**config.mk**
```make
export PLATFORM = sky130hd
export DESIGN_NAME = keypad_scanner
export DESIGN_NICKNAME = d
export VERILOG_FILES = /design/src/rtl/keypad_scanner.sv
export SDC_FILE = /design/constraint.sdc
export NUM_CORES = 1
export LEC_CHECK = 0
export CAP_MARGIN = 20
export CORE_MARGIN = 3
export CORE_UTILIZATION = 35
export DETAILED_ROUTE_END_ITERATION = 10
export MAX_ROUTING_LAYER = met4
export PLACE_DENSITY_LB_ADDON = 0.3
export SLEW_MARGIN = 20
export SYNTH_ARGS = -nofsm -noshare
export SYNTH_HDL_FRONTEND = slang
export SYNTH_SLANG_ARGS = --single-unit
export TNS_END_PERCENT = 50
```
**constraint.sdc**
```tcl
create_clock -name clk -period 15.2 [get_ports clk]
set_clock_uncertainty 0.1 [all_clocks]
set_input_delay 3.04 -clock clk [delete_from_list [all_inputs] [get_ports clk]]
set_output_delay 3.04 -clock clk [all_outputs]
set_load 0.01 [all_outputs]
```
**src/rtl/keypad_scanner.sv**
```systemverilog
// 4x4 active-low keypad scanner: column drive, row synchronization, per-scan
// key resolution and scan-level debounce of press and release.
module keypad_scanner #(
    parameter int unsigned SCAN_DIV       = 1000,
    parameter int unsigned DEBOUNCE_SCANS = 4
) (
    input  logic       clk,
    input  logic       reset,
    input  logic [3:0] row_in,
    output logic [3:0] col_drive,
    output logic [3:0] key_c,
    output logic [3:0] key_r,
    output logic [3:0] key_code,
    output logic       key_valid,
    output logic       key_down,
    output logic       multi_err
);

    localparam int unsigned DW = $clog2(SCAN_DIV);
    localparam int unsigned CW = $clog2(DEBOUNCE_SCANS + 1);
    localparam logic [DW-1:0] DWELL_LAST = DW'(SCAN_DIV - 1);
    localparam logic [CW-1:0] CNT_MAX    = CW'(DEBOUNCE_SCANS);

    typedef enum logic [1:0] {IDLE, DEBOUNCE, PRESSED, RELEASE} state_t;

    logic [3:0]    row_meta, row_sync;
    logic [DW-1:0] dwell;
    logic [1:0]    col_idx;
    logic [11:0]   acc;
    logic          sample, scan_end;
    logic [15:0]   scan_vec;
    logic [1:0]    n_low;
    logic [3:0]    hit_idx;
    logic          is_none, is_single, is_multi;
    logic [3:0]    hit_c, hit_r;
    state_t        state;
    logic [CW-1:0] cnt;
    logic [3:0]    cand;

    always_ff @(posedge clk or negedge reset) begin
        if (!reset) begin
            row_meta <= '1;
            row_sync <= '1;
        end else begin
            row_meta <= row_in;
            row_sync <= row_meta;
        end
    end

    assign sample    = (dwell == DWELL_LAST);
    assign scan_end  = sample && (col_idx == 2'd3);
    assign col_drive = ~(4'b0001 << col_idx);

    // Columns 0-2 are latched into acc; column 3 is combined live at scan end.
    always_ff @(posedge clk or negedge reset) begin
        if (!reset) begin
            dwell   <= '0;
            col_idx <= '0;
            acc     <= '0;
        end else if (sample) begin
            dwell   <= '0;
            col_idx <= col_idx + 2'd1;
            case (col_idx)
                2'd0:    acc[3:0]  <= ~row_sync;
                2'd1:    acc[7:4]  <= ~row_sync;
                2'd2:    acc[11:8] <= ~row_sync;
                default: acc       <= '0;
            endcase
        end else begin
            dwell <= dwell + 1'b1;
        end
    end

    always_comb begin
        scan_vec = {~row_sync, acc};
        n_low    = '0;
        hit_idx  = '0;
        for (int unsigned i = 0; i < 16; i++) begin
            if (scan_vec[i]) begin
                hit_idx = 4'(i);
                if (n_low != 2'd2) n_low = n_low + 2'd1;
            end
        end
    end

    assign is_none   = (n_low == 2'd0);
    assign is_single = (n_low == 2'd1);
    assign is_multi  = (n_low == 2'd2);
    assign hit_c     = ~(4'b0001 << hit_idx[3:2]);
    assign hit_r     = ~(4'b0001 << hit_idx[1:0]);

    always_ff @(posedge clk or negedge reset) begin
        if (!reset) begin
            state     <= IDLE;
            cnt       <= '0;
            cand      <= '0;
            key_c     <= '1;
            key_r     <= '1;
            key_code  <= '0;
            key_valid <= 1'b0;
            key_down  <= 1'b0;
            multi_err <= 1'b0;
        end else begin
            key_valid <= 1'b0;
            multi_err <= scan_end && is_multi;
            if (scan_end) begin
                case (state)
                    IDLE: begin
                        if (is_single) begin
                            cand <= hit_idx;
                            cnt  <= CW'(1);
                            if (DEBOUNCE_SCANS == 1) begin
                                state     <= PRESSED;
                                key_valid <= 1'b1;
                                key_down  <= 1'b1;
                                key_code  <= hit_idx;
                                key_c     <= hit_c;
                                key_r     <= hit_r;
                            end else begin
                                state <= DEBOUNCE;
                            end
                        end
                    end
                    DEBOUNCE: begin
                        if (is_single && hit_idx == cand) begin
                            if (cnt >= CNT_MAX - 1'b1) begin
                                cnt       <= CNT_MAX;
                                state     <= PRESSED;
                                key_valid <= 1'b1;
                                key_down  <= 1'b1;
                                key_code  <= hit_idx;
                                key_c     <= hit_c;
                                key_r     <= hit_r;
                            end else begin
                                cnt <= cnt + 1'b1;
                            end
                        end else begin
                            state <= IDLE;
                            cnt   <= '0;
                        end
                    end
                    PRESSED: begin
                        if (is_none) begin
                            // The first empty scan already counts toward release.
                            if (DEBOUNCE_SCANS == 1) begin
                                state    <= IDLE;
                                cnt      <= '0;
                                key_down <= 1'b0;
                                key_c    <= '1;
                                key_r    <= '1;
                            end else begin
                                state <= RELEASE;
                                cnt   <= CW'(1);
                            end
                        end
                    end
                    RELEASE: begin
                        if (is_none) begin
                            if (cnt >= CNT_MAX - 1'b1) begin
                                state    <= IDLE;
                                cnt      <= '0;
                                key_down <= 1'b0;
                                key_c    <= '1;
                                key_r    <= '1;
                            end else begin
                                cnt <= cnt + 1'b1;
                            end
                        end else begin
                            state <= PRESSED;
                            cnt   <= '0;
                        end
                    end
                    default: state <= IDLE;
                endcase
            end
        end
    end

endmodule

```
# --- Word level (Yosys, flattened, before mapping) ---
# Cells that the tools add are included.
word_totals:
  ff_bits: 56
  elab_cells: 177
  in_bits: 6
  out_inout_bits: 19
op_classes:
  eq_ne: 33
  n_lt_le_gt_ge: 1
  n_shift: 3
  mux: 81
  n_addsub: 18
  reduce_logical: 18
  bitwise_logic: 7
op_table:
  columns: ["operator", "count"]
  rows:
  - ["2-to-1 mux 4 bit", 20]
  - ["2-to-1 mux 2 bit", 36]
  - ["!= test 2 bit, second input constant", 21]
  - ["case mux 4 bit (2 select lines)", 5]
  - ["adder 2 x 1 -> 2 bit, second input constant", 16]
  - ["2-to-1 mux 3 bit", 6]
  - ["inverter 4 bit", 4]
  - ["case mux 3 bit (4 select lines)", 1]
  - ["<< shifter 1 x 2 -> 4 bit, first input constant", 3]
  - ["adder 10 x 1 -> 10 bit, second input constant", 1]
  - ["equality test 10 bit, second input constant", 1]
  - ["equality test 2 bit, second input constant", 5]
  - ["2-to-1 mux 1 bit", 10]
  - ["2-to-1 mux 10 bit", 1]
  - ["case mux 2 bit (4 select lines)", 1]
  - ["equality test 2 x 1 -> 1 bit, second input constant", 3]
  - ["zero test 2 bit", 3]
  - ["!= test 3 bit, second input constant", 2]
  - ["AND reduction 2 bit", 3]
  - ["AND reduction 3 bit", 2]
  - ["AND reduction 6 bit", 1]
  - ["OR reduction 2 bit", 3]
  - ["AND reduction 5 bit", 1]
  - ["equality test 4 bit", 1]
  - ["other kinds (7)", 11]

# --- Logic depth before layout (Yosys ltp) ---
# Gate-level depths: netlist (run 1).
depth:
  depth_word: 51
  depth_mapped: 28
  ltp_nobuf: 26

# --- Worst setup path after synthesis (run 1) ---
# Ideal clock, no wire load.
synth_timing:
  kind: "reg2reg"
  start: "register acc[0]"
  end: "register cand[0]"
  setup_ns: 0.125
  path_slack_ns: 8.248
  arrival_time_ns: 6.727
  path_stages_with_launch: 28
  path_cell_list: "dfrtp_1 inv_1 ha_1 or4b_1 buf_2 o211ai_2 nand3_1 o2111a_1 or4_4 and3_1 buf_6 xnor2_2 o221ai_2 o21ai_1 a211oi_2 a22oi_2 or3_1 and2_1 a222oi_1 a21oi_1 mux4_2 mux2i_1 ha_1 nand2_1 o21a_1 and3_1 nor4b_4 mux2_4"
synth_via:
  elab_chain_cells: 48
  word_cells_on_any_way: 63
synth_lines:
  columns: ["item", "line", "text"]
  rows:
  - ["start, declared", "29", "logic [11:0] acc;"]
  - ["start signal, assigned", "64", "2'd0: acc[3:0] <= ~row_sync;"]
  - ["2-to-1 mux 1 bit *", "79", "if (scan_vec[i]) begin"]
  - ["adder 2 x 1 -> 2 bit / != test 2 bit (equally long branches)", "81", "if (n_low != 2'd2) n_low = n_low + 2'd1;"]
  - ["2-to-1 mux 2 bit", "81", null]
  - ["2-to-1 mux 2 bit *", "79", null]
  - ["adder 2 x 1 -> 2 bit / != test 2 bit (equally long branches)", "81", null]
  - ["2-to-1 mux 2 bit", "81", null]
  - ["2-to-1 mux 2 bit *", "79", null]
  - ["adder 2 x 1 -> 2 bit / != test 2 bit (equally long branches)", "81", null]
  - ["[... 32 more ...]", null, null]
  - ["adder 2 x 1 -> 2 bit / != test 2 bit (equally long branches)", "81", null]
  - ["2-to-1 mux 2 bit", "81", null]
  - ["2-to-1 mux 2 bit *", "79", null]
  - ["adder 2 x 1 -> 2 bit / != test 2 bit (equally long branches)", "81", null]
  - ["2-to-1 mux 2 bit", "81", null]
  - ["2-to-1 mux 2 bit *", "79", null]
  - ["equality test 2 x 1 -> 1 bit *", "87", "assign is_single = (n_low == 2'd1);"]
  - ["AND reduction 3 bit (no source line) *", null, null]
  - ["end signal, assigned", "110", "cand <= hit_idx;"]
  - ["end, declared", "38", "logic [3:0] cand;"]
# Mark *: on every way between the ends. The rest lies on a longest branch, timed or not.
# A chain may end at the register's enable or synchronous reset.

# --- Worst setup path in the final report (run 1) ---
layout_timing:
  start: "register acc[1]"
  end: "register cand[3]"
layout_via:
  elab_chain_cells: 45
  word_cells_on_any_way: 59
layout_lines:
  columns: ["item", "line"]
  rows:
  - ["2-to-1 mux 2 bit *", "79"]
  - ["adder 2 x 1 -> 2 bit / != test 2 bit (equally long branches)", "81"]
  - ["2-to-1 mux 2 bit", "81"]
  - ["2-to-1 mux 2 bit *", "79"]
  - ["adder 2 x 1 -> 2 bit / != test 2 bit (equally long branches)", "81"]
  - ["2-to-1 mux 2 bit", "81"]
  - ["2-to-1 mux 2 bit *", "79"]
  - ["adder 2 x 1 -> 2 bit / != test 2 bit (equally long branches)", "81"]
  - ["[... 29 more ...]", null]
  - ["adder 2 x 1 -> 2 bit / != test 2 bit (equally long branches)", "81"]
  - ["2-to-1 mux 2 bit", "81"]
  - ["2-to-1 mux 2 bit *", "79"]
  - ["adder 2 x 1 -> 2 bit / != test 2 bit (equally long branches)", "81"]
  - ["2-to-1 mux 2 bit", "81"]
  - ["2-to-1 mux 2 bit *", "79"]
  - ["equality test 2 x 1 -> 1 bit *", "87"]
  - ["AND reduction 3 bit (no source line) *", null]
# Marked as above.

==> results of run 1 <==
==> logic make-up (layout without fill, tap and decap cells) <==
logic type | count (synthesis) | in the layout | synth area share
xor gates and xnor gates | 25 | 25 | 0.05739
buffers and inverters | 53 | 63 | 0.04943
AOI/OAI and AO/OA | 160 | 160 | 0.2750
muxes | 16 | 16 | 0.04545
and+or+nand+nor | 179 | 179 | 0.2159
adders and majority gates | 12 | 12 | 0.03409
DFF | 56 | 56 | 0.3227
==> sequential cells by signal, summed over array words and instances, names as in the netlist <==
signal	flops
acc	12
cand	4
cnt	3
col_idx	2
dwell	10
key_c	4
key_code	4
key_down	1
key_r	4
key_valid	1
multi_err	1
row_meta	4
row_sync	4
state	2
==> metal layers <==
layer | vias to the layer above | GRT usage | share of wire
li1 | 1927 | - | -
met1 | 1800 | 0.2081 | 0.48
met2 | 131 | 0.2326 | 0.47
met3 | 10 | 0.01770 | 0.048
met4 | 0 | 0.03223 | 0.010
met5 | - | - | 0
==> critical path: stages, from the launching register on <==
cell,delay (ns)
dfrtp_1,0.39
inv_1,0.09
ha_1,0.37
or4b_1,0.65
o211ai_2,0.16
nand3_1,0.23
o2111a_1,0.24
or4_4,0.53
and3_1,0.34
xnor2_2,0.20
o221ai_2,0.40
o21ai_1,0.19
a211oi_2,0.27
a22oi_2,0.16
or3_1,0.41
and2_1,0.18
a222oi_1,0.58
a21oi_1,0.09
mux4_2,0.48
mux2i_1,0.14
ha_1,0.24
nand2_1,0.06
o21a_1,0.16
and3_1,0.28
nor4b_4,0.44
mux2_4,0.34
==> placed cells by master, fill, tap and decap left out, drive strengths merged, types with 5 or more instances in the layout <==
master and instances:
a21oi 18, a31oi 12, and2 8, and3 7, clkbuf 8, clkdlybuf4s50 23
dfrtp 40, dfstp 16, ha 12, inv 29, mux2 10, mux2i 5
nand2 34, nand3 23, nand4 11, nor2 40, nor3 20, nor4 7
o211a 7, o211ai 18, o21a 8, o21ai 31, o32a 7, o32ai 6
or2 6, or3 7, xnor2 16, xor2 9
==> layout make-up <==
cell class                      count  area (sq um)
Clock buffer                        8         146.4
Timing Repair Buffer               25         242.7
Inverter                           30         112.6
Tap cell                          168         210.2
Sequential cell                    56          1421
Fill cell                        1190          7263
Multi-Input combinational cell    392          2765
==> power groups by stage <==
stage          clock network [uW]  logic, uW  registers, uW
2_1_floorplan                   0       9.76            154
3_3_place_gp                    0       14.8            156
3_5_place_dp                    0       15.0            156
4_1_cts                       118       15.1            153
5_1_grt                       123       16.8            153
6_report                      114       14.7            153
==> per-stage QoR <==
stage | instance area, sq um | utilization | setup WS, ns | hold slack, ns
floorplan | 4404 | - | 8.248 | 0.2452
global placement | 4752 | 0.3907 | 7.590 | 0.2472
detailed placement | 4752 | 0.3907 | 7.462 | 0.2487
CTS | 4898 | 0.4028 | 7.402 | 0.2586
global route | 4898 | 0.4028 | 6.850 | 0.2607
finish | 4898 | 0.4028 | 7.346 | 0.2568
==> how the worst max path moves through the flow <==
stage	slack (ns)	start	depth (start not counted)	endpoint
after floorplan	8.25	acc[0]	27	cand[0]
after global placement	7.59	acc[0]	25	cand[0]
after detailed placement	7.46	acc[1]	25	key_code[0]
after CTS	7.40	acc[1]	25	cand[3]
after global routing	6.85	acc[1]	25	key_c[1]
final	7.35	acc[1]	25	cand[3]
==> out/qor.txt, run 1 <==
area leader, netlist - dfrtp_1
CP Data Required Time - 15.27 ns
DP HPWL - 7790 um
vias - 3868
RSZ-0062 raised after global routing - false
Tot Pwr - 281.4 uW
status - complete, no violations
top cell type's share of synthesized area - 0.2273
Flop pwr share - 0.543
Post CTS Setup Buffer Count - 0
Clock Tree Root - clkbuf_16
final setup violation count - 0
largest vdd supply drop - 0.00005062 V
final net count - 528
internal power - 222.4 uW
arrival time worst endpoint - 7.92 ns
r2r setup slk - 7.35 ns
Placed Instances - 671
Tmin final - 7.854 ns
sequential fraction of the synthesis area - 0.3227
Die X - 118.2 um
input/output buffers - 24
Max Slew Vio Count - 0
Antenna Nets Post-Route - 0
mapped cell area - 0.004404 sq mm
grt total ovfl - 0
Rows - 40
max-cap violations - 0
Sinks on Clock Net - 56
share of layout cells above drive strength 1 - 0.1213
Distinct cells, synth - 82
per-cell routed wire length - 15.37 um
dominant synthesized flop cell - dfrtp_1
Hold-fix buffers, CTS - 0
clk slew on worst S/H paths - 0.06 ns
FFs w/ async S/R, synth - 1.000
period utilisation layout - 0.5167
Switching Share - 0.2097
die footprint - 0.01397 sq mm
Net Switching - 59.01 uW
worst r2r src - acc[1]
DIE HEIGHT - 118.2 um
drt via density - 5.697
hold endpoint - row_sync[2]
Slew Limit Headroom - 0.5409
Pwr Density - 57.44 mW/mm^2
ANT cells - 0
Syn Inst Count - 501
Peak Freq - 0.1273 GHz
Initial DRC Count - 316
global-route wire length before repair - 17310 um
Area contributors post-synth - dfrtp_1 23%, dfstp_2 9.5%, ha_1 3.4%, nor2_1 3.4%, o21ai_0 3.2%
#FFs+latches synth - 56
Clock power frac - 0.404
I/O pin total - 25
Post-route DRC - 0
worst-margin pin slew - 0.6887 ns
leakage - 0.001925 uW
H-tree depth - 2
syn_nets - 519
combinational share of power - 0.052
CTS tree - yes
CTS max path bufs - 2
Startpoint Class - flop
Hold Vio Cnt, Final - 0
largest net degree at the start of global routing - 57
Hold Path Origin - row_meta[2]
EDFF count, synth - 0
endpoint type of the worst setup path - flop
starting density of the core - 0.3621
antenna violations before repair - 0
Worst Hold Class - reg2reg
later-pin clock latency in the skew report - 0.28 ns
Max FO, Critical Path - 10
Num CTS Buffers - 5
via count of the first global-routing pass - 3552
CTS resizes - 0
hold path cells - 0
core area - 0.01216 sq mm
crit path kind - reg2reg
Global Route Usage Sum - 0.1486
commonest cells in the netlist - 40 x dfrtp_1, 40 x nor2_1, 34 x nand2_1
syn_area_per_cell - 8.791 sq um
Post-Layout Cell Count - 679
setup TNS - 0 ns
1st-pass router iterations - 8
Critical R2R Capture - cand[3]
Routed WL - 10440 um
Routability Congestion - 0.8997
FF-to-FF path depth - 25
Area Growth Syn to Fin - 11.22%
synth warn - 0
Note: power is estimated with default switching activity, not from simulation.
==> run 2, diff against run 1 <==
Clock period 15.2 ns to 6.7 ns, I/O delays scaled along.
==> out/qor.txt, run 2 (same netlist as run 1, synthesis figures left out) <==
leakage - 0.002602 uW
DIE HEIGHT - 118.2 um
Num CTS Buffers - 5
status - finished, violations left
final net count - 641
Multi-input gate area - 0.003286 sq mm
failing checks - negative setup slack
ANT cells - 0
Max FO, Critical Path - 6
die footprint - 0.01397 sq mm
vias - 4399
later-pin clock latency in the skew report - 0.29 ns
crit-path most repeated cell - buf_4
Initial DRC Count - 304
endpoint type of the worst setup path - flop
drt via density - 5.554
setup ws final - -0.08704 ns
Routed WL - 12470 um
Max Slew Vio Count - 0
Biggest register - acc
grt total ovfl - 0
Placed Instances - 752
share of layout cells above drive strength 1 - 0.3798
Post-Layout Cell Count - 792
clk slew on worst S/H paths - 0.07 ns
most common cell after layout, fill and taps aside - buf_4
I/O pin total - 25
max-cap violations - 0
H-tree depth - 2
crit path max-delay cell type - or4b_4
antenna violations before repair - 0
worst-margin pin slew - 0.7211 ns
Antenna Nets Post-Route - 0
Hold Vio Cnt, Final - 0
final setup violation count - 4
Slew Limit Headroom - 0.5163
Hold-fix buffers, CTS - 0
arrival time worst endpoint - 6.85 ns
Sinks on Clock Net - 56
Max stage delay on crit path - 0.54 ns
Die X - 118.2 um
max reg flops - 12
Global Route Usage Sum - 0.1814
Rows - 40
Clock Tree Root - clkbuf_16
1st-pass router iterations - 7
period utilisation layout - 1.013
RSZ-0062 raised after global routing - true
Worst Hold Slack - 0.2513 ns
Pwr Density - 107.0 mW/mm^2
DP HPWL - 8932 um
per-cell routed wire length - 15.74 um
largest net degree at the start of global routing - 57
starting density of the core - 0.3621
commonest non-fill, non-tap cells in the layout - 102 x buf_4, 39 x dfrtp_1, 37 x nor2_1
Tmin final - 6.787 ns
Post-route DRC - 0
CP Data Required Time - 6.77 ns
core area - 0.01216 sq mm
Area Growth Syn to Fin - 44.40%
Peak Freq - 0.1473 GHz
largest vdd supply drop - 0.0001343 V
Worst Hold Class - reg2reg
CTS tree - yes
via count of the first global-routing pass - 4337
input/output buffers - 24
Startpoint Class - flop
CTS max path bufs - 2
Regs by FF count - acc: 12 flops, dwell: 10 flops
register area - 0.001423 sq mm
# fillers - 1082
crit path kind - reg2reg
Routability Congestion - 0.9460
global-route wire length before repair - 21090 um
## run 2: cell count changes in the layout (fill, tap and decap cells not counted), moves of 4 or more
cell,previous run,this run
buf_4,1,102
nand3_1,23,19
nor3_1,19,13
xnor2_4,0,4
nand3_2,0,4
o21ai_0,28,21
buf_6,0,7
o32ai_1,5,0
nor3_2,1,6
o21ai_2,0,4
a31oi_1,12,8
## run 2: area by class of cell
type / instances / area share
Timing Repair Buffer: 137 / 0.1832
Clock inverter: 2 / 0.005509
Sequential cell: 56 / 0.2237
Clock buffer: 6 / 0.02026
Multi-Input combinational cell: 393 / 0.5166
Inverter: 30 / 0.01771
Tap cell: 168 / 0.03305
## run 2: metal layers
metal  GRT usage  vias to the layer above  wire, um
li1            -                     2148         -
met1      0.2463                     2155      5886
met2      0.2944                       80      6081
met3     0.01627                       16       300
met4     0.04469                        0       195
met5           -                        -         0
## run 2: stage by stage
| step | instance area, sq um | setup TNS, ns | setup WS [ns] | power [uW] | utilization |
|---|---|---|---|---|---|
| floorplan | 4454 | -0.08967 | -0.02242 | 372.1 | - |
| global placement | 5416 | -4.359 | -0.2788 | 393.2 | 0.4454 |
| detailed placement | 5416 | -5.471 | -0.3471 | 393.3 | 0.4454 |
| CTS | 5967 | 0 | 0.003748 | 683.4 | 0.4906 |
| global route | 6360 | -6.103 | -0.4089 | 707.7 | 0.5229 |
| finish | 6360 | -0.3332 | -0.08704 | 680.3 | 0.5229 |
## run 2: path summary, 6_finish.rpt
check                       startpoint     endpoint  slack [ns]  depth (start not counted)
setup / recovery                acc[1]      cand[1]       -0.09                         31
hold / removal             row_meta[2]  row_sync[2]        0.25                          0
setup reg to reg                acc[1]      cand[1]       -0.09                         31
hold reg to reg            row_meta[2]  row_sync[2]        0.25                          0
max in group asynchronous        reset       acc[1]        4.94                          2
min in group asynchronous        reset    key_valid        1.08                          2
## run 2: critical path: cells and delay by family, from the launching register on
| kind | cells | cell delay (ns) |
|---|---|---|
| adders and majority gates | 2 | 0.45 |
| DFF | 1 | 0.44 |
| and+or+nand+nor | 9 | 1.86 |
| buffers and inverters | 7 | 1.07 |
| AOI/OAI and AO/OA | 8 | 1.53 |
| xor gates and xnor gates | 2 | 0.32 |
| muxes | 3 | 0.90 |
## run 2: report_power, final
part / total [uW] / internal (uW) / switching, uW / leakage [uW]
combinational: 47.2 / 21.6 / 25.6 / 0.00181
sequential: 347 / 343 / 3.83 / 0.000710
clock: 286 / 176 / 111 / 0.0000808
## run 2: repair_timing
item,4_1_cts,5_1_grt
cloned,1,1
endpoints found under the setup margin,21,23
pin swaps,32,31
buffers inserted,14,16
gates resized for setup,43,46
==> run 3, diff against run 2 <==
Settings changed: CAP_MARGIN 20 to unset.
==> results of run 3 <==
The final DEF is identical to that of run 2; final timing and power are the same.
